## src/rtl/aca_csu16_recovery_ctrl.sv

```systemverilog
// aca_csu16_recovery_ctrl
// Valid/ready sequencer around a 16-bit ACA-CSU approximate adder (eight 2-bit
// blocks). The speculative sum is returned one cycle after accept. Operand pairs
// whose speculative carries may be wrong are flagged. With RECOVER_EN set, a
// flagged pair is replaced by the exact sum, rippled one block per cycle.
module aca_csu16_recovery_ctrl #(
  parameter bit RECOVER_EN = 1'b1,
  parameter int ERR_CNT_W  = 16
) (
  input  logic                 clk,
  input  logic                 rst,
  input  logic                 in_valid,
  output logic                 in_ready,
  input  logic [15:0]          a,
  input  logic [15:0]          b,
  output logic                 out_valid,
  input  logic                 out_ready,
  output logic [16:0]          sum,
  output logic                 out_err_flag,
  output logic                 out_exact,
  input  logic                 cnt_clr,
  output logic [ERR_CNT_W-1:0] err_cnt
);

  typedef enum logic [1:0] {IDLE, SPEC, RECOVER, DONE} state_t;

  localparam logic [ERR_CNT_W-1:0] CNT_MAX = '1;
  localparam logic [ERR_CNT_W-1:0] CNT_ONE = {{(ERR_CNT_W-1){1'b0}}, 1'b1};

  state_t               r_state;
  state_t               w_state_nxt;
  logic [15:0]          r_a;
  logic [15:0]          r_b;
  logic [16:0]          r_sum;
  logic                 r_out_valid;
  logic                 r_err_flag;
  logic                 r_exact;
  logic                 r_carry;
  logic [2:0]           r_blk;
  logic [ERR_CNT_W-1:0] r_err_cnt;

  logic [15:0]          w_p;
  logic [15:0]          w_g;
  logic [7:0]           w_cin;
  logic [7:0]           w_cmid;
  logic [16:0]          w_spec_sum;
  logic                 w_flag;
  logic                 w_recover;
  logic [1:0]           w_rp;
  logic [1:0]           w_rg;
  logic                 w_rc_mid;
  logic                 w_rc_out;
  logic [1:0]           w_rsum;

  assign w_p       = r_a ^ r_b;
  assign w_g       = r_a & r_b;
  assign w_recover = w_flag & RECOVER_EN;

  // Speculative block carries, 2-bit CLA block sums and the conservative flag
  always_comb begin
    // NOTE: every combinational output gets a default first so no path can infer a latch.
    w_cin      = '0;
    w_cmid     = '0;
    w_spec_sum = '0;
    w_flag     = 1'b0;
    w_cin[1]   = w_g[1] | (w_p[1] & w_g[0]);
    for (int j = 2; j < 8; j++) begin
      if (w_p[2*j-1] & w_p[2*j-2]) begin
        // Block j-1 propagates: guess from the top bit of block j-2 only.
        w_cin[j] = w_g[2*j-3];
        w_flag   = w_flag | w_p[2*j-3];
      end else begin
        w_cin[j] = w_g[2*j-1] | (w_p[2*j-1] & w_g[2*j-2]);
      end
    end
    for (int k = 0; k < 8; k++) begin
      w_cmid[k]         = w_g[2*k] | (w_p[2*k] & w_cin[k]);
      w_spec_sum[2*k]   = w_p[2*k] ^ w_cin[k];
      w_spec_sum[2*k+1] = w_p[2*k+1] ^ w_cmid[k];
    end
    w_spec_sum[16] = w_g[15] | (w_p[15] & w_cmid[7]);
  end

  // Exact ripple through the block selected by r_blk
  assign w_rp     = w_p[{r_blk, 1'b0} +: 2];
  assign w_rg     = w_g[{r_blk, 1'b0} +: 2];
  assign w_rc_mid = w_rg[0] | (w_rp[0] & r_carry);
  assign w_rc_out = w_rg[1] | (w_rp[1] & w_rc_mid);
  assign w_rsum   = {w_rp[1] ^ w_rc_mid, w_rp[0] ^ r_carry};

  // Next-state logic
  always_comb begin
    w_state_nxt = r_state;
    case (r_state)
      IDLE:    if (in_valid) w_state_nxt = SPEC;
      SPEC:    w_state_nxt = w_recover ? RECOVER : DONE;
      RECOVER: if (r_blk == 3'd7) w_state_nxt = DONE;
      DONE:    if (out_ready) w_state_nxt = IDLE;
      default: w_state_nxt = IDLE;
    endcase
  end

  // State register
  always_ff @(posedge clk) begin
    // NOTE: sequential state uses non-blocking assignments so every register samples pre-edge values.
    if (rst) r_state <= IDLE;
    else     r_state <= w_state_nxt;
  end

  // Operand capture, result assembly and output handshake
  always_ff @(posedge clk) begin
    // NOTE: every datapath register is reset so an aborted transaction leaves no stale result behind.
    if (rst) begin
      r_a         <= '0;
      r_b         <= '0;
      r_sum       <= '0;
      r_out_valid <= 1'b0;
      r_err_flag  <= 1'b0;
      r_exact     <= 1'b0;
      r_carry     <= 1'b0;
      r_blk       <= '0;
    end else begin
      case (r_state)
        IDLE: begin
          if (in_valid) begin
            r_a <= a;
            r_b <= b;
          end
        end
        SPEC: begin
          if (w_recover) begin
            r_carry <= 1'b0;
            r_blk   <= '0;
          end else begin
            r_sum       <= w_spec_sum;
            r_err_flag  <= w_flag;
            r_exact     <= ~w_flag;
            r_out_valid <= 1'b1;
          end
        end
        RECOVER: begin
          r_sum[{r_blk, 1'b0} +: 2] <= w_rsum;
          r_carry                   <= w_rc_out;
          r_blk                     <= r_blk + 3'd1;
          if (r_blk == 3'd7) begin
            r_sum[16]   <= w_rc_out;
            r_err_flag  <= 1'b1;
            r_exact     <= 1'b1;
            r_out_valid <= 1'b1;
          end
        end
        DONE: begin
          if (out_ready) r_out_valid <= 1'b0;
        end
        default: ;
      endcase
    end
  end

  // Saturating count of flagged operations; clear wins over increment
  always_ff @(posedge clk) begin
    if (rst || cnt_clr) begin
      r_err_cnt <= '0;
    end else if ((r_state == SPEC) && w_flag && (r_err_cnt != CNT_MAX)) begin
      r_err_cnt <= r_err_cnt + CNT_ONE;
    end
  end

  assign in_ready     = (r_state == IDLE);
  assign out_valid    = r_out_valid;
  assign sum          = r_sum;
  assign out_err_flag = r_err_flag;
  assign out_exact    = r_exact;
  assign err_cnt      = r_err_cnt;

endmodule
```

## config.mk

```make
export PLATFORM = sky130hd
export DESIGN_NAME = aca_csu16_recovery_ctrl
export DESIGN_NICKNAME = d
export VERILOG_FILES = /design/src/rtl/aca_csu16_recovery_ctrl.sv
export SDC_FILE = /design/constraint.sdc
export NUM_CORES = 1
export LEC_CHECK = 0
export ABC_AREA = 1
export CAP_MARGIN = 15
export CORE_MARGIN = 10
export CORE_UTILIZATION = 49
export CTS_CLUSTER_DIAMETER = 40
export CTS_CLUSTER_SIZE = 25
export DETAILED_ROUTE_END_ITERATION = 12
export PLACE_DENSITY_LB_ADDON = 0.1
export SYNTH_ARGS = -nofsm -noshare
export SYNTH_HDL_FRONTEND = slang
export SYNTH_SLANG_ARGS = --single-unit
```

## constraint.sdc

```tcl
create_clock -name clk -period 2.4 [get_ports clk]
set_clock_uncertainty 0.1 [all_clocks]
set_input_delay 0.36 -clock clk [delete_from_list [all_inputs] [get_ports clk]]
set_output_delay 0.36 -clock clk [all_outputs]
set_load 0.01 [all_outputs]
```

# Yosys cells after proc, flatten, opt, wreduce, memory -nomap -nowiden
# Index checks and enable logic that the tools add are counted.
word_totals:
  out_inout_bits: 37
  reg_bits: 74
  inputBits: 37
  wordCells: 137
classes:
  eq_ne: 10
  n_mux: 33
  n_shift: 4
  reduce_logical: 12
  n_addsub: 3
  bitwise_logic: 65
ops:
  columns: ["operator", "count"]
  rows:
  - ["17-bit case mux with 2 select lines", 1]
  - ["16-bit by 5-bit variable part select with 2-bit output", 2]
  - ["1-bit bitwise AND", 23]
  - ["1-bit bitwise OR", 22]
  - ["1-bit 2-to-1 mux", 20]
  - ["17-bit bitwise mux", 1]
  - ["17-bit 2-to-1 mux", 1]
  - ["2-bit by 6-bit variable shift with 17-bit output, first input constant", 1]
  - ["2-bit by 6-bit variable part select with 17-bit output", 1]
  - ["1-bit bitwise XOR", 17]
  - ["16-bit by 1-bit adder with 16-bit output, second input constant", 1]
  - ["16-bit bitwise AND", 1]
  - ["16-bit inequality test, second input constant", 1]
  - ["16-bit bitwise XOR", 1]
  - ["2-bit inequality test, second input constant", 5]
  - ["2-bit case mux with 4 select lines", 1]
  - ["2-bit 2-to-1 mux", 3]
  - ["4-bit negation with 6-bit output", 1]
  - ["1-bit case mux with 2 select lines", 3]
  - ["3-bit case mux with 2 select lines", 1]
  - ["2-bit AND reduction", 3]
  - ["3-bit AND reduction", 2]
  - ["2-bit equality test, second input constant", 2]
  - ["4-bit AND reduction", 1]
  - ["other kinds (11)", 12]

# Depth between registers and ports, before layout
# Gate-level depths: netlist of run 1.
depth:
  depth_word: 16
  mapped_depth: 17

# Least setup slack after synthesis of run 1
# OpenSTA, ideal clock, no wires.
synth_path:
  path_kind: "register to register"
  from: "register r_blk[0]"
  to: "register r_sum[13], in the netlist sum[13]"
  setup_slack_ps: -111
  setup_time_ps: 110
  t_arrival_ps: 2301
  path_stages_with_launch: 15
  n_path_buf: 2
  synth_period_minus_slack_ps: 2511
  required_time_ps: 2190
  cell_sequence: "dfxtp_1 buf_2 clkbuf_1 a21oi_1 a21oi_1 a32o_1 ha_1 a221o_1 ha_1 nand2_1 inv_1 a22oi_1 nand4_1 nand2_1 nor2_1"
synth_between:
  elab_chain_len: 7
  elab_cells_between_ends: 11
synth_rtl:
  columns: ["element", "line", "rtl"]
  rows:
  - ["start: declaration", "39", "logic [2:0] r_blk;"]
  - ["start signal: assignment", "144", "r_blk <= r_blk + 3'd1;"]
  - ["16-bit by 5-bit variable part select with 2-bit output", "85", "assign w_rp = w_p[{r_blk, 1'b0} +: 2];"]
  - ["1-bit bitwise AND", "87", "assign w_rc_mid = w_rg[0] | (w_rp[0] & r_carry);"]
  - ["1-bit bitwise OR", "87", null]
  - ["1-bit bitwise XOR", "89", "assign w_rsum = {w_rp[1] ^ w_rc_mid, w_rp[0] ^ r_carry};"]
  - ["2-bit by 6-bit variable part select with 17-bit output", "142", "r_sum[{r_blk, 1'b0} +: 2] <= w_rsum;"]
  - ["17-bit bitwise mux (*)", "142", null]
  - ["17-bit case mux with 2 select lines (*)", "123", "case (r_state)"]
  - ["end signal: assignment", "135", "r_sum <= w_spec_sum;"]
  - ["end signal: indexed assignment", "142", null]
  - ["end: declaration", "34", "logic [16:0] r_sum;"]
# Every way passes the cells marked *; elsewhere a longest branch is shown, timed or not.
# A chain may end at the register's enable or synchronous reset.

# Worst setup path after layout of run 1
layout_path:
  from: "register r_b[0]"
  to: "register r_sum[3], in the netlist sum[3]"
layout_between:
  elab_chain_len: 8
  elab_cells_between_ends: 17
layout_rtl:
  columns: ["element", "line", "rtl"]
  rows:
  - ["start: declaration", "33", "logic [15:0] r_b;"]
  - ["start signal: assignment", "115", "r_b <= '0;"]
  - ["start signal: assignment", "127", "r_b <= b;"]
  - ["16-bit bitwise XOR / 16-bit bitwise AND (equally long branches)", "55, 56", null]
  - ["16-bit by 5-bit variable part select with 2-bit output / 1-bit bitwise AND (equally long branches)", "85, 66", null]
  - ["1-bit bitwise AND / 1-bit bitwise OR (equally long branches)", "87, 66", null]
  - ["1-bit bitwise OR / 1-bit bitwise AND (equally long branches)", "87, 77", null]
  - ["1-bit bitwise XOR / 1-bit bitwise OR (equally long branches)", "89, 77", null]
  - ["2-bit by 6-bit variable part select with 17-bit output / 1-bit bitwise XOR (equally long branches)", "142, 79", null]
  - ["17-bit bitwise mux / 17-bit 2-to-1 mux (equally long branches)", "142, 131", null]
  - ["17-bit case mux with 2 select lines (*)", "123", null]
# Every way passes the cells marked *; elsewhere a longest branch is shown, timed or not. The select of a mux whose other input is x is not followed.

==> results of run 1 <==
final timing paths:
path                   from   endpoint  slack [ns]  cells past startpoint
hold reg to reg   out_exact  out_exact        0.35                      2
hold / removal    out_exact  out_exact        0.35                      2
setup reg to reg     r_b[0]     sum[3]       -0.04                     13
setup / recovery     r_b[0]     sum[3]       -0.04                     13
cell usage after synthesis (2+ instances only):
master,instances
nand2_1,125
inv_2,2
nor3_2,2
inv_1,84
dfxtp_1,74
or2_2,3
nor4_1,2
buf_2,4
nor2_1,108
clkbuf_1,17
buf_1,3
nand3_1,42
xor2_1,8
o21ai_0,55
nand4_1,16
xnor2_1,8
ha_1,27
a22oi_1,7
o211ai_1,3
nand2_2,13
nor3_1,6
fa_1,9
a21oi_2,10
a21oi_1,42
nand3_2,2
state kept, by name, summed over array words and instances (netlist names):
signal / flops
out_valid: 1
out_err_flag: 1
out_exact: 1
r_state: 2
sum: 17
r_a: 16
r_carry: 1
err_cnt: 16
r_blk: 3
r_b: 16
cell type report:
| class | count | share of cell area [%] |
|---|---|---|
| clock buffer | 11 | 2.45 |
| clock inverter | 5 | 1.36 |
| inverter | 87 | 5.46 |
| multi-input combinational | 496 | 47.5 |
| sequential | 74 | 24.3 |
| tap | 129 | 2.62 |
| timing repair buffer | 109 | 16.2 |
kinds of logic (layout without fill, tap and decap cells):
| logic type | count (synthesis) | in the layout |
|---|---|---|
| compound gates | 122 | 122 |
| xor+xnor | 16 | 16 |
| fa+ha+maj | 36 | 36 |
| buf+inv | 115 | 212 |
| flops | 74 | 74 |
| simple gates | 321 | 322 |
power by group:
| group | leakage [nW] | internal (mW) | switching [mW] | total [mW] |
|---|---|---|---|---|
| Clock | 0.112 | 0.646 | 0.499 | 1.14 |
| Combinational | 1.83 | 1.91 | 2.63 | 4.54 |
| Sequential | 0.613 | 1.60 | 0.249 | 1.84 |
| Total | 2.56 | 4.15 | 3.38 | 7.53 |
layer usage:
metal	part of all wire [%]	global-route usage, %
met1	44	21.0
met2	47	29.9
met3	6.0	4.03
met4	2.8	7.65
met5	0	0
per-stage QoR:
stage	setup slack, ns	cells
after floorplan	-0.00157	684
after global placement	-0.114	890
after detailed placement	-0.143	890
after CTS	-0.0397	907
after global routing	-0.182	911
final	-0.0411	911
timing repair:
item,4_1_cts,5_1_grt
cloned,0,1
pin swaps,22,9
buffers inserted,1,3
hold buffers,0,0
endpoints found under the setup margin,9,19
resized for setup,32,11
tightest hold or removal path, cell delays in order, from the launching register on:
cell and delay, ns:
dfxtp_1 0.32, inv_1 0.04, a21oi_1 0.05
==> out/metrics.cfg, run 1 <==
[worst_setup_path]
cpMostUsedCell = nand2_2
cp_data_required_time_ns = 2.56
slowest_stage = dfxtp_2
crit_arrival_ns = 2.60
critical_path.startpoint_type = flip-flop
path_class = flip-flop to flip-flop
cp_max_fo = 7
crit_path_end_kind = flip-flop
crit_buf_inv = 1
critPathTopFamily = adder cells
slowest_delay_ns = 0.34
crit_chain = ha_4, nand2_2, nand3_2, a32o_1, ha_2, a221o_1, ha_1, nand2_2, inv_4, a21oi_1, nand4_1, nand2_1, nor2_1

[grt]
grt.overflow.total = 0
grt_max_degree = 33
grt_use_total_pct = 17.7
grt_pass1_vias = 4565
grt_pass1_wl_um = 21100
antenna_found_initial = 0

[sta]
setup_violations = 8
slew_violations = 0
clock.fmax_mhz = 410
relSlewSlack_pct = 65.9
period_needed_ns = 2.44
hold_slack_ns = 0.350
rsz0062_at_grt = yes
final.period_utilization_pct = 102
fin_ws_ns = -0.0411
tightest_slew_ns = 0.510
setup_tns_ns = -0.219
hold_violations = 0

[logic_synthesis]
ys_seq_area_share_pct = 31.5
synth_cells = 684
synth_edf_count = 0
synth_top_family_by_area = simple AND/OR/NAND/NOR gates
post_synth_and_or_nand_nor_area_fraction_pct = 29.9
synth_compound_area_share_pct = 14.6
ys.flop_type = dfxtp_1
syn_avg_cell_area_um2 = 6.87
synth_cell_types = 37
ys_ff_latch = 74
synth-xor-area-share_pct = 2.98
synth.largest_area_cell = dfxtp_1
yosys-top-cells-area = dfxtp_1, nand2_1, nor2_1
synthAdderAreaFrac_pct = 11.0
async_reset_ff_share_pct = 0
syn_nets = 757
synthMuxAreaShare_pct = 0
synth_top_area_share_pct = 31.5
ys_warn_count = 0
syn_area_mm2 = 0.00470

[finish]
diodes = 0
final_layout_size_suffix_gt1_share_pct = 16.4
final_util_pct = 66.4
syn_to_final_growth_pct = 31.2
multi_input_area_mm2 = 0.00293
final_cell_mix = nand2_1, nor2_1, inv_1, clkdlybuf4s50_1, dfxtp_1
final_area_mm2 = 0.00617
fillers = 837
seq_area_mm2 = 0.00150
final_nets = 850
layout_commonest_cell = nand2_1

[floorplan]
core.rowCount = 35
dieArea_mm2 = 0.0139
coreArea_mm2 = 0.00928
ios = 74
dieWidth_um = 118
die_height_um = 118
start_util_pct = 50.6

[drt]
via_count = 4720
wirelength_um = 12900
wire_per_inst_um = 14.1
remaining_drc_errors = 0
first_iter_violations = 341
ant_nets = 0
first_pass_iters = 5
viasPerCell = 5.18

[clock_tree]
cts_buffers = 9
clk_pin_slew_worst_paths_ns = 0.08
htree_num_levels = 3
cts_tree = yes
cts_sinks = 74
clock_latency_ns = 0.36
clockBufferDepth = 2
clock-root-buffer = clkbuf_8

[run]
max-cap-violations = 0

[placement]
io_buffers = 73
postPlaceCellArea_mm2 = 0.00570
gp_congestion = 0.904
dpl.hpwl_um = 9660

[pwr]
ir_worst_vdd_v = 0.000485
total_power_mw = 7.53
power.leakage_nw = 2.56
p_per_area_mw_per_mm2 = 1220

[outcome]
outcome = finished with violations
violations = negative setup slack

[min_path]
min_path_type = flip-flop to flip-flop

Power figures use the tool's default switching activity.
==> run 2, diff against run 1 <==
GPL_ROUTABILITY_DRIVEN = 0   (was unset)
SKIP_LAST_GASP = 1   (was unset)
==> out/metrics.cfg, run 2 (synthesis gave the netlist of run 1 again) <==
[pwr]
p_sw_share_pct = 45.2  ; was 44.9%
power.leakage_nw = 2.54  ; was 2.56 nW
internal-power_mw = 4.05  ; was 4.15 mW
power_switching_mw = 3.33  ; was 3.38 mW
total_power_mw = 7.38  ; was 7.53 mW
p_seq_share_pct = 25.0  ; was 24.5%
p_per_area_mw_per_mm2 = 1210  ; was 1220 mW/mm2
pwr-share-clk_pct = 14.8  ; was 15.2%
combPwrFrac_pct = 60.2  ; was 60.3%
ir_worst_vdd_v = 0.000537  ; was 0.000485 V

[grt]
grt_pass1_vias = 4450  ; was 4565
grt_pass1_wl_um = 20600  ; was 21100 um
grt.overflow.total = 0  ; unchanged
grt_use_total_pct = 17.2  ; was 17.7%
antenna_found_initial = 0  ; unchanged
grt_max_degree = 33  ; unchanged

[floorplan]
dieWidth_um = 118  ; unchanged
ios = 74  ; unchanged
core.rowCount = 35  ; unchanged
die_height_um = 118  ; unchanged
coreArea_mm2 = 0.00928  ; unchanged
dieArea_mm2 = 0.0139  ; unchanged
start_util_pct = 50.6  ; unchanged

[worst_setup_path]
reg2reg_to = sum[5]  ; was sum[3]
cpMostUsedCell = nand2_2  ; unchanged
slowest_delay_ns = 0.34  ; about the same
crit_buf_inv = 1  ; unchanged
reg2reg_slack_ns = -0.03  ; was -0.04 ns
cp_max_fo = 7  ; unchanged
crit_arrival_ns = 2.59  ; was 2.60 ns
cp_data_required_time_ns = 2.57  ; was 2.56 ns
crit_chain = ha_4, nand2_2, nand3_1, a32o_1, ha_2, a221o_1, ha_1, nand2_2, inv_4, a21oi_1, nand4_1, nand2_1, nor2_1  ; was ha_4, nand2_2, nand3_2, a32o_1, ha_2, a221o_1, ha_1, nand2_2, inv_4, a21oi_1, nand4_1, nand2_1, nor2_1
critical_path.startpoint_type = flip-flop  ; unchanged
reg2reg_depth = 13  ; unchanged
critPathTopFamily = adder cells  ; unchanged
crit_path_end_kind = flip-flop  ; unchanged
r2r-start = r_a[6]  ; was r_b[0]
slowest_stage = dfxtp_2  ; unchanged
path_class = flip-flop to flip-flop  ; unchanged

[finish]
final_area_mm2 = 0.00610  ; was 0.00617 mm2
largest_reg_flops = 17  ; unchanged
syn_to_final_growth_pct = 29.8  ; was 31.2%
layout_commonest_cell = nand2_1  ; unchanged
diodes = 0  ; unchanged
final_layout_size_suffix_gt1_share_pct = 15.3  ; was 16.4%
final_nets = 846  ; was 850
final_cell_mix = nand2_1, nor2_1, inv_1, clkdlybuf4s50_1, dfxtp_1  ; unchanged

[min_path]
min_path_type = flip-flop to flip-flop  ; unchanged
holdPathStages = 2  ; unchanged
hold_start = out_exact  ; unchanged
whs_endpoint = out_exact  ; unchanged

[drt]
first_iter_violations = 296  ; was 341
via_count = 4683  ; was 4720
first_pass_iters = 5  ; unchanged
remaining_drc_errors = 0  ; unchanged
viasPerCell = 5.16  ; was 5.18
wirelength_um = 12300  ; was 12900 um
ant_nets = 0  ; unchanged
wire_per_inst_um = 13.6  ; was 14.1 um

[sta]
clock.fmax_mhz = 412  ; was 410 MHz
relSlewSlack_pct = 63.6  ; was 65.9%
rsz0062_at_grt = yes  ; unchanged
slew_violations = 0  ; unchanged
hold_slack_ns = 0.352  ; was 0.350 ns
setup_violations = 6  ; was 8
fin_ws_ns = -0.0260  ; was -0.0411 ns
setup_tns_ns = -0.105  ; was -0.219 ns
final.period_utilization_pct = 101  ; was 102%
period_needed_ns = 2.43  ; was 2.44 ns
hold_violations = 0  ; unchanged
tightest_slew_ns = 0.544  ; was 0.510 ns

[outcome]
violations = negative setup slack  ; unchanged
outcome = finished with violations  ; unchanged

[clock_tree]
clock-root-buffer = clkbuf_8  ; unchanged
htree_num_levels = 3  ; unchanged
clk_pin_slew_worst_paths_ns = 0.08  ; about the same
clockBufferDepth = 2  ; unchanged
cts_sinks = 74  ; unchanged
cts_buffers = 9  ; unchanged
cts_tree = yes  ; unchanged
clock_latency_ns = 0.36  ; about the same
hold_buffers = 0  ; unchanged

[placement]
dpl.hpwl_um = 9430  ; was 9660 um
io_buffers = 73  ; unchanged
postPlaceCellArea_mm2 = 0.00571  ; was 0.00570 mm2

[run]
max-cap-violations = 0  ; unchanged

## run 2: cell types whose count changed in the layout (fill, tap and decap cells not counted), moves of 2 or more
cell / delta
clkbuf_8: -2
nand3_2: -2
buf_4: -4
ha_1: +2
## run 2: area by class of cell
type                            instances  area [um2]
Tap cell                              129         161
Clock buffer                           10         128
Inverter                               87         332
Multi-Input combinational cell        495        2900
Sequential cell                        74        1500
Clock inverter                          6        88.8
Fill cell                             839        3180
Timing Repair Buffer                  106         991
## run 2: timing repair
item | 4_1_cts | 5_1_grt
pin swaps | 17 | 6
buffers inserted | 1 | 0
gates resized for setup | 29 | 7
endpoints found under the setup margin | 10 | 15
## run 2: worst reg2reg max path: cells and delay by family, from the launching register on
kind / cells / cell delay, ns
fa+ha+maj: 3 / 0.69
buf+inv: 1 / 0.07
simple gates: 6 / 0.47
flops: 1 / 0.34
compound gates: 3 / 0.67
## run 2: worst max path at each step
stage                        from       to  slack (ns)  depth (start not counted)
after floorplan            r_b[6]  sum[13]      -0.002                         13
after global placement     r_a[2]   sum[1]       -0.11                         13
after detailed placement   r_a[2]   sum[9]       -0.13                         13
after CTS                 r_a[14]  sum[13]       -0.03                         13
after global routing      r_a[14]  sum[11]       -0.14                         13
final                      r_a[6]   sum[5]       -0.03                         13
## run 2: metal layers
| layer | track usage (%) | vias up | share of wire (%) |
|---|---|---|---|
| li1 | - | 2388 | - |
| met4 | 5.10 | 0 | 1.7 |
| met2 | 28.5 | 146 | 47 |
| met1 | 21.7 | 2131 | 46 |
| met5 | 0 | - | 0 |
| met3 | 4.08 | 18 | 5.7 |
## run 2: through the flow
stage          std cells  setup slack [ns]  util, %
3_5_place_dp         890            -0.133     61.5
6_report             907           -0.0260     65.7
5_1_grt              907            -0.141     65.7
4_1_cts              907           -0.0297     65.5
2_1_floorplan        684          -0.00157        -
3_3_place_gp         890            -0.110     61.5
## run 2: power groups by stage
stage | sequential [mW] | clock, mW | combinational, mW
3_3_place_gp | 1.81 | 0 | 4.14
5_1_grt | 1.89 | 1.16 | 4.98
4_1_cts | 1.84 | 1.10 | 4.36
6_report | 1.84 | 1.09 | 4.45
3_5_place_dp | 1.82 | 0 | 4.20
2_1_floorplan | 1.88 | 0 | 2.79
==> patch: new RTL, settings of run 2 <==
Set the parameter `ERR_CNT_W` to 20 (it was 16).
--- a/src/rtl/aca_csu16_recovery_ctrl.sv
+++ b/src/rtl/aca_csu16_recovery_ctrl.sv
@@ -5,7 +5,7 @@
 // flagged pair is replaced by the exact sum, rippled one block per cycle.
 module aca_csu16_recovery_ctrl #(
   parameter bit RECOVER_EN = 1'b1,
-  parameter int ERR_CNT_W  = 16
+  parameter int ERR_CNT_W  = 20
 ) (
   input  logic                 clk,
   input  logic                 rst,
Ports: changed (resized err_cnt); port bits go from 74 to 78. No check against the original RTL was run, so the function may have changed too.
==> patch against run 2 <==
The run still ends with negative setup slack left. Combinational power grew 2%. Sequential cell count is 4 higher. Wire length rose by 6.5%. Non-clock buffer count grew 2. Power grew 3.6%. Design area rose by 4.6%. Global-route usage is 0.84 points higher. Die area grew 3.1%. First-iteration DRC count increased by 51%. Setup slack worse by 43 ps. Worst hold slack got worse by 3.2 ps. Maximum frequency fell by 1.7%. Synthesized area increased by 3.8%. Final cell count is 4.3% higher. Critical path type unchanged. Largest cell class unchanged.
==> patch: results (changes against run 2) <==
- Failing checks: negative setup slack
- Synth Area in Adders: 10.62% (-0.40 points)
- Synth unique cells: 34 (-8.1%)
- Pin count of the biggest net entering global routing: 54 (+64%)
- Min Hold Slack: 348.9 ps (-3.159 ps)
- Die Wd: 119.8 microns (+1.6%)
- Post-layout nets: 882 (+4.3%)
- Synth top area cells: dfxtp_1, nand2_1, nor2_1
- Initial DRC count: 446 (+51%)
- Top cells by count, synth: nand2_1, nor2_1, inv_1, dfxtp_1, a21oi_1
- # setup viols final: 8 (+2)
- Post-synth net total: 793 (+4.8%)
- Max reg flops: 20 (+3)
- R2R Setup Slk: -70 ps (-40 ps)
- Total track usage: 18.08% (+0.84 points)
- Final setup margin: -68.78 ps (-42.77 ps)
- Compound-Gate Fraction of Synth Area: 13.49% (-1.1 points)
- DP HPWL: 10000 microns (+6.1%)
- Met1 Resource Use GR: 24.88% (+3.2 points)
- Maximum vdd drop: 492.1 uV (-8.3%)
- Share of post-route cells with drive strength above 1: 12.92% (-2.4 points)
- Worst reg2reg path endpoint: sum[11]
- Sequential share of the synthesized area: 32.00% (+0.49 points)
- Met2 usage: 27.89% (-0.64 points)
- Status: finished with violations
- Vias in the first global route: 4616 (+3.7%)
- Worst path slowest cell: dfxtp_4
- Synth Area in XOR/XNOR: 4.128% (+1.1 points)
- WHS Endpoint: out_err_flag
- Filler Cell Count: 894 (+6.6%)
- Critical path data arrival time: 2670 ps (+80 ps)
- Worst Min Path Start: out_err_flag
- Met3 Usage GRT: 3.469% (-0.61 points)
- FF-to-FF Start: r_blk[0]
- First-pass GRT wire length: 22000 microns (+6.6%)
## patch: final cells by class
cell class	instances	area [sq um]	area share [%]
clock buffer	11	141.4	2.214
clock inverter	4	95.09	1.489
inverter	87	332.8	5.213
multi-input combinational	525	3050	47.78
sequential	78	1583	24.79
tap	133	166.4	2.606
timing repair buffer	108	1016	15.91
## patch: power by group through the flow
| stage | sequential, uW | combinational [uW] | clock, uW |
|---|---|---|---|
| floorplan | 1950 | 2800 | 0 |
| global placement | 1870 | 4100 | 0 |
| detailed placement | 1880 | 4160 | 0 |
| CTS | 1890 | 4350 | 1220 |
| global route | 1950 | 5110 | 1280 |
| finish | 1910 | 4530 | 1210 |
## patch: what timing repair did
item / CTS / global route
resized for setup: 31 / 11
pin swaps: 18 / 15
endpoints found under the setup margin: 9 / 16
setup buffers: 1 / 2
## patch: cell families after synthesis
logic type | after synthesis
AO/OA/AOI/OAI | 123
XOR/XNOR | 23
AND/OR/NAND/NOR | 343
flip-flops | 78
buffers and inverters | 117
adder cells (fa/ha/maj) | 36
## patch: worst max-delay path by stage
stage | cells after the start | from | slack [ps] | endpoint
floorplan | 14 | r_blk[0] | 0.3 | sum[9]
global placement | 13 | r_b[2] | -130 | sum[9]
detailed placement | 13 | r_b[2] | -160 | sum[5]
CTS | 13 | r_b[0] | -70 | sum[1]
global route | 13 | r_blk[0] | -200 | sum[11]
finish | 13 | r_blk[0] | -70 | sum[11]
## patch: stage by stage
stage | instances | instance area, sq um | setup TNS, ps | utilization [%] | setup WS [ps]
2_1_floorplan | 720 | 4933 | 0 | - | 0.2862
3_3_place_gp | 928 | 5916 | -874.4 | 60.80 | -127.3
3_5_place_dp | 928 | 5916 | -1175 | 60.80 | -164.4
4_1_cts | 944 | 6311 | -492.4 | 64.87 | -70.19
5_1_grt | 946 | 6385 | -1969 | 65.63 | -195.9
6_report | 946 | 6385 | -251.4 | 65.63 | -68.78
## patch: worst max-delay path, delay by kind of cell (launching register included)
kind / cells / cell delay [ps]
buf+inv: 1 / 150
fa+ha+maj: 2 / 450
flops: 1 / 390
simple gates: 7 / 690
compound gates: 3 / 630
## patch: metal layers
| metal | vias up | wire length, microns |
|---|---|---|
| met5 | - | 0 |
| met4 | 0 | 136 |
| met3 | 10 | 692 |
| met2 | 144 | 5897 |
| met1 | 2227 | 6381 |
| li1 | 2506 | - |
